[src/rtl/ifa_arb_pkg.sv]
// Shared types and defaults for the ifa bus arbiter: FSM state encoding,
// default watchdog limit and the round-robin index helper.
package ifa_arb_pkg;

    typedef enum logic [2:0] {
        IDLE  = 3'd0,
        GRANT = 3'd1,
        START = 3'd2,
        WAIT  = 3'd3,
        DONE  = 3'd4
    } arb_state_t;

    localparam int IFA_ARB_TIMEOUT = 16;

    // Index reached by stepping 'step' places past 'base' on a ring of n requesters.
    function automatic int rr_wrap(input int base, input int step, input int n);
        return (base + step) % n;
    endfunction

endpackage

[src/rtl/ifa_bus_arbiter_rr_pick.sv]
// Combinational round-robin picker: finds the first set request bit searching
// upward from (last+1) mod NREQ, with wrap.
module rr_pick
    import ifa_arb_pkg::*;
#(
    parameter int NREQ = 4
) (
    input  logic [NREQ-1:0]         req,
    input  logic [$clog2(NREQ)-1:0] last,
    output logic [NREQ-1:0]         pick,
    output logic [$clog2(NREQ)-1:0] pick_idx,
    output logic                    pick_valid
);

    localparam int IW = $clog2(NREQ);
    localparam logic [NREQ-1:0] ONE_HOT0 = NREQ'(1'b1);

    logic [IW-1:0] cand_idx_s;
    logic          hit_s;

    // Scan from farthest to nearest so the nearest requester after 'last' wins.
    always_comb begin
        pick       = '0;
        pick_idx   = '0;
        pick_valid = 1'b0;
        cand_idx_s = '0;
        hit_s      = 1'b0;
        for (int i = NREQ; i >= 1; i--) begin
            cand_idx_s = IW'(rr_wrap(int'(last), i, NREQ));
            hit_s      = req[cand_idx_s];
            pick       = hit_s ? (ONE_HOT0 << cand_idx_s) : pick;
            pick_idx   = hit_s ? cand_idx_s : pick_idx;
            pick_valid = pick_valid | hit_s;
        end
    end

endmodule

[src/rtl/ifa_bus_arbiter.sv]
// Round-robin arbiter and transaction sequencer for the shared ifa bus:
// grant, start strobe, wait for rdy with watchdog abort, release.
module ifa_bus_arbiter
    import ifa_arb_pkg::*;
#(
    parameter int NREQ    = 4,
    parameter int TIMEOUT = IFA_ARB_TIMEOUT
) (
    input  logic                    clk,
    input  logic                    rst_n,
    input  logic [NREQ-1:0]         req,
    input  logic                    rdy,
    output logic [NREQ-1:0]         gnt,
    output logic                    start,
    output logic [$clog2(NREQ)-1:0] owner,
    output logic                    busy,
    output logic                    timeout_err
);

    localparam int IW = $clog2(NREQ);
    localparam int CW = $clog2(TIMEOUT);
    localparam logic [CW-1:0] CNT_LAST = CW'(TIMEOUT - 1);
    localparam logic [CW-1:0] CNT_MAX  = {CW{1'b1}};
    localparam logic [CW-1:0] CNT_ONE  = CW'(1'b1);
    localparam logic [IW-1:0] LAST_RST = IW'(NREQ - 1);

    arb_state_t       state_r;
    logic [IW-1:0]    last_r;
    logic [CW-1:0]    cnt_r;
    logic [NREQ-1:0]  gnt_r;
    logic             start_r;
    logic [IW-1:0]    owner_r;
    logic             busy_r;
    logic             terr_r;

    logic [NREQ-1:0]  pick_s;
    logic [IW-1:0]    pick_idx_s;
    logic             pick_valid_s;

    rr_pick #(.NREQ(NREQ)) u_rr_pick (
        .req        (req),
        .last       (last_r),
        .pick       (pick_s),
        .pick_idx   (pick_idx_s),
        .pick_valid (pick_valid_s)
    );

    // Transaction FSM with watchdog counter and registered outputs.
    always_ff @(posedge clk or negedge rst_n) begin
        if (!rst_n) begin
            state_r <= IDLE;
            last_r  <= LAST_RST;
            cnt_r   <= '0;
            gnt_r   <= '0;
            start_r <= 1'b0;
            owner_r <= '0;
            busy_r  <= 1'b0;
            terr_r  <= 1'b0;
        end else begin
            start_r <= 1'b0;
            terr_r  <= 1'b0;
            case (state_r)
                IDLE: begin
                    if (pick_valid_s) begin
                        gnt_r   <= pick_s;
                        owner_r <= pick_idx_s;
                        busy_r  <= 1'b1;
                        state_r <= GRANT;
                    end else begin
                        state_r <= IDLE;
                    end
                end
                GRANT: begin
                    // A requester that lets go before start forfeits its turn without moving 'last'.
                    if (req[owner_r]) begin
                        start_r <= 1'b1;
                        state_r <= START;
                    end else begin
                        gnt_r   <= '0;
                        busy_r  <= 1'b0;
                        state_r <= IDLE;
                    end
                end
                START: begin
                    cnt_r   <= '0;
                    state_r <= WAIT;
                end
                WAIT: begin
                    if (rdy) begin
                        state_r <= DONE;
                    end else if (cnt_r == CNT_LAST) begin
                        terr_r  <= 1'b1;
                        state_r <= DONE;
                    end else begin
                        cnt_r   <= (cnt_r == CNT_MAX) ? cnt_r : cnt_r + CNT_ONE;
                        state_r <= WAIT;
                    end
                end
                DONE: begin
                    gnt_r   <= '0;
                    busy_r  <= 1'b0;
                    last_r  <= owner_r;
                    state_r <= IDLE;
                end
                default: begin
                    gnt_r   <= '0;
                    busy_r  <= 1'b0;
                    state_r <= IDLE;
                end
            endcase
        end
    end

    assign gnt         = gnt_r;
    assign start       = start_r;
    assign owner       = owner_r;
    assign busy        = busy_r;
    assign timeout_err = terr_r;

endmodule
[config.mk]
export PLATFORM = sky130hd
export DESIGN_NAME = ifa_bus_arbiter
export DESIGN_NICKNAME = d
export VERILOG_FILES = /design/src/rtl/ifa_arb_pkg.sv /design/src/rtl/ifa_bus_arbiter_rr_pick.sv /design/src/rtl/ifa_bus_arbiter.sv
export SDC_FILE = /design/constraint.sdc
export NUM_CORES = 1
export LEC_CHECK = 0
export CELL_PAD_IN_SITES_DETAIL_PLACEMENT = 1
export CELL_PAD_IN_SITES_GLOBAL_PLACEMENT = 2
export CORE_ASPECT_RATIO = 1.75
export CORE_MARGIN = 2
export CORE_UTILIZATION = 36
export CTS_CLUSTER_DIAMETER = 50
export DETAILED_ROUTE_END_ITERATION = 8
export PLACE_DENSITY_LB_ADDON = 0.1
export SLEW_MARGIN = 20
export SYNTH_ARGS = -nofsm -noshare
export SYNTH_HDL_FRONTEND = slang
export SYNTH_SLANG_ARGS = --single-unit
[constraint.sdc]
create_clock -name clk -period 4.77 [get_ports clk]
set_input_delay 1.1925 -clock clk [delete_from_list [all_inputs] [get_ports clk]]
set_output_delay 1.1925 -clock clk [all_outputs]
set_load 0.02 [all_outputs]
Word-level counts from Yosys, hierarchy flattened
Cells that the tools add are included.
{"block": "word_totals", "in_bits": 7, "register_bits": 18, "out_inout_bits": 9}
{"block": "op_classes", "n_mux": 37, "reduce_logical": 6, "bitwise": 4, "addsub": 5, "shifts": 4, "n_eq_ne": 9, "n_lt_le_gt_ge": 5}
{"operator": "4-bit 2-to-1 mux", "count": 8}
{"operator": "1-bit by 2-bit left shift with 4-bit output (first input constant)", "count": 4}
{"operator": "2-bit by 3-bit less-than comparator with 1-bit output (second input constant)", "count": 5}
{"operator": "1-bit 2-to-1 mux", "count": 13}
{"operator": "3-bit one-hot mux with 4 select lines", "count": 1}
{"operator": "4-bit one-hot mux with 3 select lines", "count": 1}
{"operator": "1-bit binary-select mux with 2-bit select", "count": 5}
{"operator": "2-bit 2-to-1 mux", "count": 5}
{"operator": "2-bit != test (second input constant)", "count": 4}
{"operator": "4-bit one-hot mux with 2 select lines", "count": 1}
{"operator": "3-bit by 2-bit equality test with 1-bit output (second input constant)", "count": 2}
{"operator": "3-bit 2-to-1 mux", "count": 2}
{"operator": "3-bit AND reduction", "count": 2}
{"operator": "2-bit by 1-bit adder with 2-bit output (second input constant)", "count": 2}
{"operator": "2-bit adder (second input constant)", "count": 2}
{"operator": "4-bit by 1-bit adder with 4-bit output (second input constant)", "count": 1}
{"operator": "4-bit equality test (second input constant)", "count": 1}
{"operator": "3-bit by 1-bit equality test with 1-bit output (second input constant)", "count": 1}
{"operator": "3-bit equality test (second input constant)", "count": 1}
{"operator": "3-bit zero test", "count": 1}
{"operator": "1-bit OR", "count": 3}
{"operator": "1-bit one-hot mux with 3 select lines", "count": 1}
{"operator": "2-bit AND reduction", "count": 1}
{"operator": "2-bit nonzero test", "count": 1}
{"operator": "other kinds (2)", "count": 2}

Depth between registers and ports, before layout
Gate-level depths: netlist of run 1.
{"block": "depth", "ltp_word": 9, "mapped_depth": 8, "mapped_depth_nobuf": 7}

Hierarchy
Synthesis of run 1 repeated with hierarchy kept, for this count alone.
{"block": "hier_totals", "cells_unflattened": 147, "area_unflattened_um2": 1407.6}
{"module": "ifa_bus_arbiter", "cells_each": 78, "area_per_inst_um2": 868.3, "n_inst": 1}
{"module": "rr_pick", "cells_each": 69, "area_per_inst_um2": 539.3, "n_inst": 1}

Worst setup path after synthesis of run 1
Ideal clock, no wire load.
{"block": "synth_timing", "kind": "input -> register", "startpoint": "in req[0]", "endpoint": "reg owner_r[0], in the netlist owner[0]", "path_stages": 6, "n_path_buf": 1, "slack_ns": 2.184, "t_arrival_ns": 2.512, "cell_sequence": "clkbuf_2 -> mux4_1 -> nor2b_4 -> nor2b_4 -> mux2_4 -> a21oi_2"}
{"block": "synth_between", "elab_chain_len": 6, "elab_cells_between_ends": 16}
{"element": "from (decl)", "line": "ifa_bus_arbiter.sv:11", "text": "input logic [NREQ-1:0] req,"}
{"element": "1-bit binary-select mux with 2-bit select", "line": "ifa_bus_arbiter_rr_pick.sv:30", "text": "hit_s = req[cand_idx_s];"}
{"element": "1-bit 2-to-1 mux (implied by the code)", "line": "ifa_bus_arbiter_rr_pick.sv:30"}
{"element": "2-bit 2-to-1 mux or 1-bit OR (tied branches) (3 in a row)", "line": "ifa_bus_arbiter_rr_pick.sv:32, ifa_bus_arbiter_rr_pick.sv:33"}
{"element": "2-bit 2-to-1 mux or 2-bit AND reduction (tied branches)"}
{"element": "to (signal assigned)", "line": "ifa_bus_arbiter.sv:66", "text": "owner_r <= pick_idx_s;"}
{"element": "to (decl)", "line": "ifa_bus_arbiter.sv:32", "text": "logic [IW-1:0] owner_r;"}
Parallel ways exist; a longest one is shown, timed or not. The select of a mux whose other input is x is not followed.
A chain may end at the register's enable or synchronous reset.

Worst setup path in the final report of run 1
{"block": "layout_timing", "startpoint": "in req[1]", "endpoint": "reg owner_r[0], in the netlist owner[0]"}
The elaborated chain is that of the path after synthesis.

==> impl_results.rst, run 1 <==
.. list-table::
   :header-rows: 1

   * - Metric
     - Value
   * - Final wirelength
     - 2.946 mm
   * - Maximum level of the CTS H-tree
     - 1
   * - Post-layout minimum cycle time
     - 2.927 ns
   * - Outcome
     - finished clean
   * - Setup violators final
     - 0
   * - Worst path cell trace
     - clkdlybuf4s50_1 > inv_1 > mux4_2 > nor2b_4 > mux2_4 > a21oi_2
   * - Number of synthesized register bits
     - 18
   * - Total count of max-transition violations in the final report
     - 0
   * - Top cells by area, synth
     - sky130_fd_sc_hd__dfrtp_1 (33%), sky130_fd_sc_hd__o21ai_0 (10%), sky130_fd_sc_hd__ha_1 (8.3%)
   * - Starting density of the core
     - 0.3798
   * - Number of buffers inserted by port buffering
     - 15
   * - Worst vdd rail ir drop
     - 322.4 uV
   * - Layout overhead on the synthesized area
     - 20.44%
   * - Number of global-route vias before repair
     - 1130
   * - Share of post-route cells with drive strength above 1
     - 0.1293
   * - CTS tree
     - yes
   * - Number of antenna-violating nets in the routed design
     - 0
   * - Gr usage total
     - 0.1886
   * - Top library cells by usage in the layout, fill and taps aside
     - sky130_fd_sc_hd__o21ai_0 (24), sky130_fd_sc_hd__nand2_1 (19), sky130_fd_sc_hd__dfrtp_1 (16)
   * - Worst slew margin relative to its limit
     - 0.4588
   * - Required @ worst endpoint
     - 4.96 ns
   * - Net total in the final layout
     - 163
   * - Horizontal die dimension
     - 47.76 um
   * - Number of clock sinks
     - 18
   * - Die Ht
     - 80.57 um
   * - Power, Total
     - 930.9 uW
   * - Hold_ws
     - 0.4845 ns
   * - Die area
     - 3848 um^2
   * - Per-cell routed wire length
     - 15.51 um
   * - Type of the worst setup path
     - primary input to register
   * - Number of buffers added by the clock tree synthesis step
     - 3
   * - Overall overflow remaining after global route
     - 0
   * - Row cnt
     - 27
   * - Seq/Total Area, Yosys
     - 0.3755
   * - Max Clock Skew
     - 0.001499 ns
   * - Final count of hold timing violations
     - 0
   * - Max Cap Viol
     - 0
   * - Total power divided by cell area
     - 640.8 nW/um^2
   * - Cell at the root of the clock tree
     - sky130_fd_sc_hd__clkbuf_8
   * - Number of standard cells after synthesis
     - 130
   * - Via total after detailed routing
     - 1048
   * - Top fanout value on the critical path
     - 9
   * - Total leakage power
     - 0.5981 nW
   * - Max frequency
     - 341.7 MHz
   * - Number of violations reported at the end of detailed-routing iteration 0
     - 7
   * - Number of buffers between clock root and the deepest sink
     - 2
   * - Final sum of negative setup slack
     - 0 ns
   * - Final weighted congestion in routability-driven placement
     - 0.8412
   * - Maximum number of pins on one net before global-route repair
     - 19
   * - RSZ-0062 raised after global routing
     - false
   * - Count of yosys warnings during synthesis
     - 0
   * - Crit-path slowest cell
     - sky130_fd_sc_hd__clkdlybuf4s50_1
   * - Clock-pin slew of the registers on the worst-case setup and hold paths
     - 0.07 ns
   * - Data arrival time of the critical path
     - 3.11 ns
   * - Area fraction of the dominant cell type after synthesis
     - 0.3320
   * - Largest area contributor in the netlist
     - sky130_fd_sc_hd__dfrtp_1
   * - DRC viols
     - 0
   * - Post-Syn Area per Cell
     - 9.278 um^2
   * - Type of element launching the critical path
     - primary input
   * - Post-synth net total
     - 145
   * - Slew at the pin with the worst max-slew slack
     - 0.8093 ns
   * - Pre-Repair DR Iteration Count
     - 4
   * - Pre-CTS setup slack
     - 1.579 ns
   * - Sum of net half-perimeters after detailed placement
     - 2.416 mm
   * - Sort of element at the end of the critical path
     - register
   * - Path category of the worst min-delay check
     - register to register
   * - Setup fix buffers added after clock tree synthesis
     - 0
   * - Most common cell after layout, fill and taps aside
     - sky130_fd_sc_hd__o21ai_0
   * - Core area
     - 3176 um^2
   * - Largest stage delay on the critical path
     - 0.63 ns
   * - Ratio of routed vias to standard cells
     - 5.516
   * - Clock insertion delay at the later pin of the skew report
     - 0.25 ns
   * - Setup ws final
     - 1.843 ns
   * - Cell area after synthesis
     - 1206 um^2
   * - CTS-repair resized insts
     - 0
   * - Antenna violations before repair
     - 0
   * - I/O pins
     - 16
   * - Fin crit share
     - 0.6136
   * - Post-CTS Hold Buffers
     - 0
   * - Post-synth cell types
     - 34
   * - Final antenna diode count
     - 0
   * - Wire length of the first global-routing pass
     - 5.292 mm
==> report_power, final <==
group | internal, mW | leakage, nW | switching, mW
clock | 0.0733 | 0.0288 | 0.0507
sequential | 0.221 | 0.221 | 0.0854
combinational | 0.230 | 0.349 | 0.270
==> flip-flops by register name (all words and copies together), names as in the netlist <==
| name | cells |
|---|---|
| cnt_r | 4 |
| gnt | 4 |
| start | 1 |
| owner | 2 |
| state_r | 3 |
| timeout_err | 1 |
| last_r | 2 |
| busy | 1 |
==> stage by stage <==
step / instance area, um^2 / utilization / cells
floorplan: 1206 / - / 130
global placement: 1398 / 0.4401 / 186
detailed placement: 1398 / 0.4401 / 186
CTS: 1453 / 0.4574 / 190
global route: 1453 / 0.4574 / 190
finish: 1453 / 0.4574 / 190
==> final timing paths <==
check | end | from | cells after the start | slack, ns
worst max-delay path | owner[0] | req[1] | 6 | 1.84
max in group asynchronous | cnt_r[0] | rst_n | 1 | 2.86
worst max register to register | gnt[3] | last_r[0] | 6 | 2.39
worst min register to register | gnt[0] | gnt[0] | 2 | 0.48
min in group asynchronous | state_r[1] | rst_n | 1 | 1.40
worst min-delay path | gnt[0] | gnt[0] | 2 | 0.48
==> logic make-up (layout without fill, tap and decap cells) <==
kind of cell,count (synthesis),count (layout),synth area share
flops,18,18,0.3755
buf+inv,11,28,0.04149
mux,5,5,0.09025
fa+ha+maj,8,8,0.08299
compound gates,47,47,0.2344
simple gates,41,41,0.1753
==> routing by layer <==
layer  wire length, um  global-route usage  vias to the layer above
met5                 0                   0                        -
met1              1097              0.2020                      517
met3                42             0.01573                        6
li1                  -                   -                      512
met2              1720              0.3427                       13
met4                87             0.08649                        0
==> critical path, delay by kind of cell <==
kind                   cells  cell delay [ns]
muxes                      2             0.87
buffers and inverters      2             0.76
and+or+nand+nor            1             0.17
AOI/OAI and AO/OA          1             0.12
==> final cells by class <==
class,instances,area [um^2]
inverter,8,30.03
multi-input combinational,101,703.2
tap,43,53.80
timing repair buffer,16,157.7
sequential,18,452.9
fill,397,1723
clock buffer,4,55.05
==> synthesized netlist by cell type <==
| master | n |
|---|---|
| sky130_fd_sc_hd__a31o_2 | 1 |
| sky130_fd_sc_hd__nand3b_1 | 1 |
| sky130_fd_sc_hd__o21ai_0 | 24 |
| sky130_fd_sc_hd__buf_6 | 1 |
| sky130_fd_sc_hd__mux2_4 | 1 |
| sky130_fd_sc_hd__mux4_1 | 1 |
| sky130_fd_sc_hd__clkbuf_2 | 1 |
| sky130_fd_sc_hd__inv_1 | 7 |
| sky130_fd_sc_hd__a21o_1 | 1 |
| sky130_fd_sc_hd__dfrtp_1 | 16 |
| sky130_fd_sc_hd__a221oi_1 | 4 |
| sky130_fd_sc_hd__nand3_1 | 3 |
| sky130_fd_sc_hd__nand2_1 | 19 |
| sky130_fd_sc_hd__or4_1 | 1 |
| sky130_fd_sc_hd__nor3b_1 | 2 |
| sky130_fd_sc_hd__ha_1 | 8 |
| sky130_fd_sc_hd__nor2b_4 | 2 |
| sky130_fd_sc_hd__inv_2 | 1 |
| sky130_fd_sc_hd__mux4_2 | 3 |
| sky130_fd_sc_hd__a22oi_1 | 1 |
| sky130_fd_sc_hd__a21oi_1 | 10 |
| sky130_fd_sc_hd__nor3_1 | 1 |
| sky130_fd_sc_hd__a311oi_2 | 1 |
| sky130_fd_sc_hd__a311oi_1 | 1 |
| sky130_fd_sc_hd__a21oi_2 | 1 |
| sky130_fd_sc_hd__or2_2 | 2 |
| sky130_fd_sc_hd__clkbuf_1 | 1 |
| sky130_fd_sc_hd__nor4_1 | 2 |
| sky130_fd_sc_hd__o211ai_1 | 2 |
| sky130_fd_sc_hd__a31oi_1 | 1 |
| sky130_fd_sc_hd__nor4b_1 | 1 |
| sky130_fd_sc_hd__nand2b_1 | 1 |
| sky130_fd_sc_hd__nor2_1 | 6 |
| sky130_fd_sc_hd__dfstp_2 | 2 |
Note: power is estimated with default switching activity, not from simulation.
==> run 2: changes to the inputs <==
--- a/config.mk
+++ b/config.mk
@@ -9,7 +9,7 @@
 export CELL_PAD_IN_SITES_GLOBAL_PLACEMENT = 2
 export CORE_ASPECT_RATIO = 1.75
 export CORE_MARGIN = 2
-export CORE_UTILIZATION = 36
+export CORE_UTILIZATION = 33
 export CTS_CLUSTER_DIAMETER = 50
 export DETAILED_ROUTE_END_ITERATION = 8
 export PLACE_DENSITY_LB_ADDON = 0.1
==> constraint.sdc (replaced) <==
create_clock -name clk -period 2.8 [get_ports clk]
set_input_delay 0.7 -clock clk [delete_from_list [all_inputs] [get_ports clk]]
set_output_delay 0.7 -clock clk [all_outputs]
set_load 0.02 [all_outputs]
==> run 2 against run 1 <==
Against the previous run: clock skew increased by 0.00099 ns; design area increased by 2.8%; die area increased by 8.5%; first-iteration DRC count increased to 2.6 times the previous value; sequential share of layout area decreased by 0.86 points; final cell count increased by 4.2%; register-to-register slack got worse by 1.9 ns; global-route usage decreased by 2.6 points; clock power increased by 73%; core utilization decreased by 3.7 points; critical path depth decreased by 1; setup slack got worse by 1.4 ns; critical path type unchanged; critical endpoint is now gnt[0]; largest power group unchanged.
==> impl_results.rst, run 2 (synthesized netlist as in run 1, its figures left out) <==
.. list-table::
   :header-rows: 1

   * - Metric
     - Value
   * - Overall overflow remaining after global route
     - 0 (unchanged)
   * - Post-layout minimum cycle time
     - 2.369 ns
   * - Setup ws final
     - 0.4313 ns (was 1.843 ns)
   * - Data arrival time of the critical path
     - 2.54 ns (was 3.11 ns)
   * - Worst path cell trace
     - clkdlybuf4s50_1 > mux4_1 > a311oi_2 > a221oi_1 > o21ai_0 (was clkdlybuf4s50_1 > inv_1 > mux4_2 > nor2b_4 > mux2_4 > a21oi_2)
   * - Required @ worst endpoint
     - 2.97 ns (was 4.96 ns)
   * - Type of the worst setup path
     - primary input to register (unchanged)
   * - Pre-Repair DR Iteration Count
     - 3 (was 4)
   * - Ratio of routed vias to standard cells
     - 5.485 (was 5.516)
   * - Final antenna diode count
     - 0 (unchanged)
   * - Post-CTS Hold Buffers
     - 0 (unchanged)
   * - Total leakage power
     - 0.6234 nW (was 0.5981 nW)
   * - Max Cap Viol
     - 0 (unchanged)
   * - Post-Layout Cell Count
     - 198 (was 190)
   * - Layout Cell Area excl Fill
     - 1494 um^2 (was 1453 um^2)
   * - Buffers and inverters on the worst path
     - 1 (was 2)
   * - Final sum of negative setup slack
     - 0 ns (unchanged)
   * - Largest stage delay on the critical path
     - 0.59 ns (was 0.63 ns)
   * - Maximum level of the CTS H-tree
     - 1 (unchanged)
   * - Power, Total
     - 1.621 mW (was 930.9 uW)
   * - Cell depth of the worst hold path
     - 2 (unchanged)
   * - Antenna violations before repair
     - 0 (unchanged)
   * - Final weighted congestion in routability-driven placement
     - 0.7172 (was 0.8412)
   * - Horizontal die dimension
     - 49.70 um (was 47.76 um)
   * - Net total in the final layout
     - 168 (was 163)
   * - Sort of element at the end of the critical path
     - register (unchanged)
   * - Max frequency
     - 422.2 MHz
   * - Final count of hold timing violations
     - 0 (unchanged)
   * - Gr usage total
     - 0.1628 (was 0.1886)
   * - Cell at the root of the clock tree
     - sky130_fd_sc_hd__clkbuf_8 (unchanged)
   * - Top fanout value on the critical path
     - 9 (unchanged)
   * - Row cnt
     - 29 (was 27)
   * - Depth of the worst register-to-register path
     - 6 (unchanged)
   * - Clock-pin slew of the registers on the worst-case setup and hold paths
     - 0.07 ns (about the same)
   * - Clock insertion delay at the later pin of the skew report
     - 0.26 ns (was 0.25 ns)
   * - Fin crit share
     - 0.8460
   * - Reg-to-reg startpoint
     - last_r[1] (was last_r[0])
   * - Number of global-route vias before repair
     - 1196 (was 1130)
   * - DRC viols
     - 0 (unchanged)
   * - Hold_ws
     - 0.4872 ns (was 0.4845 ns)
   * - Wire length of the first global-routing pass
     - 5.326 mm (was 5.292 mm)
   * - Pre-CTS setup slack
     - 0.1668 ns (was 1.579 ns)
   * - Type of element launching the critical path
     - primary input (unchanged)
   * - Crit-path slowest cell
     - sky130_fd_sc_hd__mux4_1 (was sky130_fd_sc_hd__clkdlybuf4s50_1)
   * - Levels on crit path
     - 5 (was 6)
   * - I/O pins
     - 16 (unchanged)
   * - Setup fix buffers added after clock tree synthesis
     - 0 (unchanged)
   * - Final wirelength
     - 3.088 mm (was 2.946 mm)
   * - Number of antenna-violating nets in the routed design
     - 0 (unchanged)
   * - Number of violations reported at the end of detailed-routing iteration 0
     - 18 (was 7)
   * - Worst vdd rail ir drop
     - 439.4 uV (was 322.4 uV)
   * - Worst Setup EP
     - gnt[0] (was owner[0])
   * - Sum of net half-perimeters after detailed placement
     - 2.541 mm (was 2.416 mm)
   * - Outcome
     - finished clean (unchanged)
   * - Source of the critical timing path
     - req[1] (unchanged)
   * - Total count of max-transition violations in the final report
     - 0 (unchanged)
   * - Starting density of the core
     - 0.3392 (was 0.3798)
   * - Register-to-Register Setup Slack
     - 0.54 ns (was 2.39 ns)
   * - Die area
     - 4174 um^2 (was 3848 um^2)
   * - RSZ-0062 raised after global routing
     - false (unchanged)
   * - Slew at the pin with the worst max-slew slack
     - 0.8162 ns (was 0.8093 ns)
   * - Core area
     - 3556 um^2 (was 3176 um^2)
   * - Number of inserted filler cells in the final layout
     - 444 (was 397)
   * - Most common cell after layout, fill and taps aside
     - sky130_fd_sc_hd__o21ai_0 (unchanged)
   * - Maximum number of pins on one net before global-route repair
     - 19 (unchanged)
   * - Worst slew margin relative to its limit
     - 0.4541 (was 0.4588)
   * - Setup violators final
     - 0 (unchanged)
   * - Per-cell routed wire length
     - 15.60 um (was 15.51 um)
   * - Max Clock Skew
     - 0.002494 ns (was 0.001499 ns)
   * - CTS-repair resized insts
     - 0 (unchanged)
   * - Total power divided by cell area
     - 1085 nW/um^2 (was 640.8 nW/um^2)
   * - Number of buffers between clock root and the deepest sink
     - 2 (unchanged)
   * - Path category of the worst min-delay check
     - register to register (unchanged)
   * - Layout overhead on the synthesized area
     - 23.86% (was 20.44%)
   * - Cell area after placement
     - 1439 um^2 (was 1398 um^2)
   * - CTS tree
     - yes (unchanged)
   * - Number of clock sinks
     - 18 (unchanged)
   * - Number of buffers inserted by port buffering
     - 15 (unchanged)
   * - Cells after DPL
     - 194 (was 186)
   * - Number of buffers added by the clock tree synthesis step
     - 3 (unchanged)
   * - Top library cells by usage in the layout, fill and taps aside
     - sky130_fd_sc_hd__o21ai_0 (24), sky130_fd_sc_hd__nand2_1 (19), sky130_fd_sc_hd__dfrtp_1 (16) (unchanged)
   * - Reg2reg end
     - gnt[0] (was gnt[3])
   * - Via total after detailed routing
     - 1086 (was 1048)
   * - Share of post-route cells with drive strength above 1
     - 0.1579 (was 0.1293)
   * - Crit-path leading delay family
     - compound AO/OA/AOI/OAI gates (was multiplexers)
   * - Die Ht
     - 83.98 um (was 80.57 um)
   * - Fin util
     - 0.4201 (was 0.4574)
run 2: changes by cell type in the layout (fill, tap and decap cells not counted), sizes merged:
cell	before	now
buf	1	6
run 2: tightest hold or removal path, cell delays in order, from the launching register on:
cell	delay (ns)
sky130_fd_sc_hd__dfrtp_1	0.34
sky130_fd_sc_hd__nand2_1	0.05
sky130_fd_sc_hd__o21ai_0	0.06
run 2: how the worst min path moves through the flow:
stage | to | slack, ns | startpoint
global route | gnt[2] | 0.55 | gnt[2]
detailed placement | gnt[2] | 0.48 | gnt[2]
global placement | gnt[2] | 0.47 | gnt[2]
finish | gnt[2] | 0.49 | gnt[2]
floorplan | busy | 0.40 | rst_n
CTS | gnt[2] | 0.50 | gnt[2]
run 2: layout make-up:
cell class	count	area (um^2)	share of cell area
multi-input cells	101	703.2	0.4707
repair buffers	21	195.2	0.1307
clock buffers	4	55.05	0.03685
well taps	46	57.56	0.03853
flip-flops and latches	18	452.9	0.3032
inverters	8	30.03	0.02010
run 2: metal layers:
| metal | global-route usage | vias up | share of wire |
|---|---|---|---|
| met5 | 0 | - | 0 |
| met4 | 0.08081 | 0 | 0.018 |
| met3 | 0.008961 | 4 | 0.016 |
| met2 | 0.3309 | 15 | 0.61 |
| met1 | 0.1529 | 547 | 0.36 |
| li1 | - | 520 | - |
run 2: where the power goes:
group	leakage (nW)	internal, mW	switching, mW
Sequential	0.221	0.376	0.113
Clock	0.0288	0.125	0.0901
Combinational	0.374	0.420	0.497
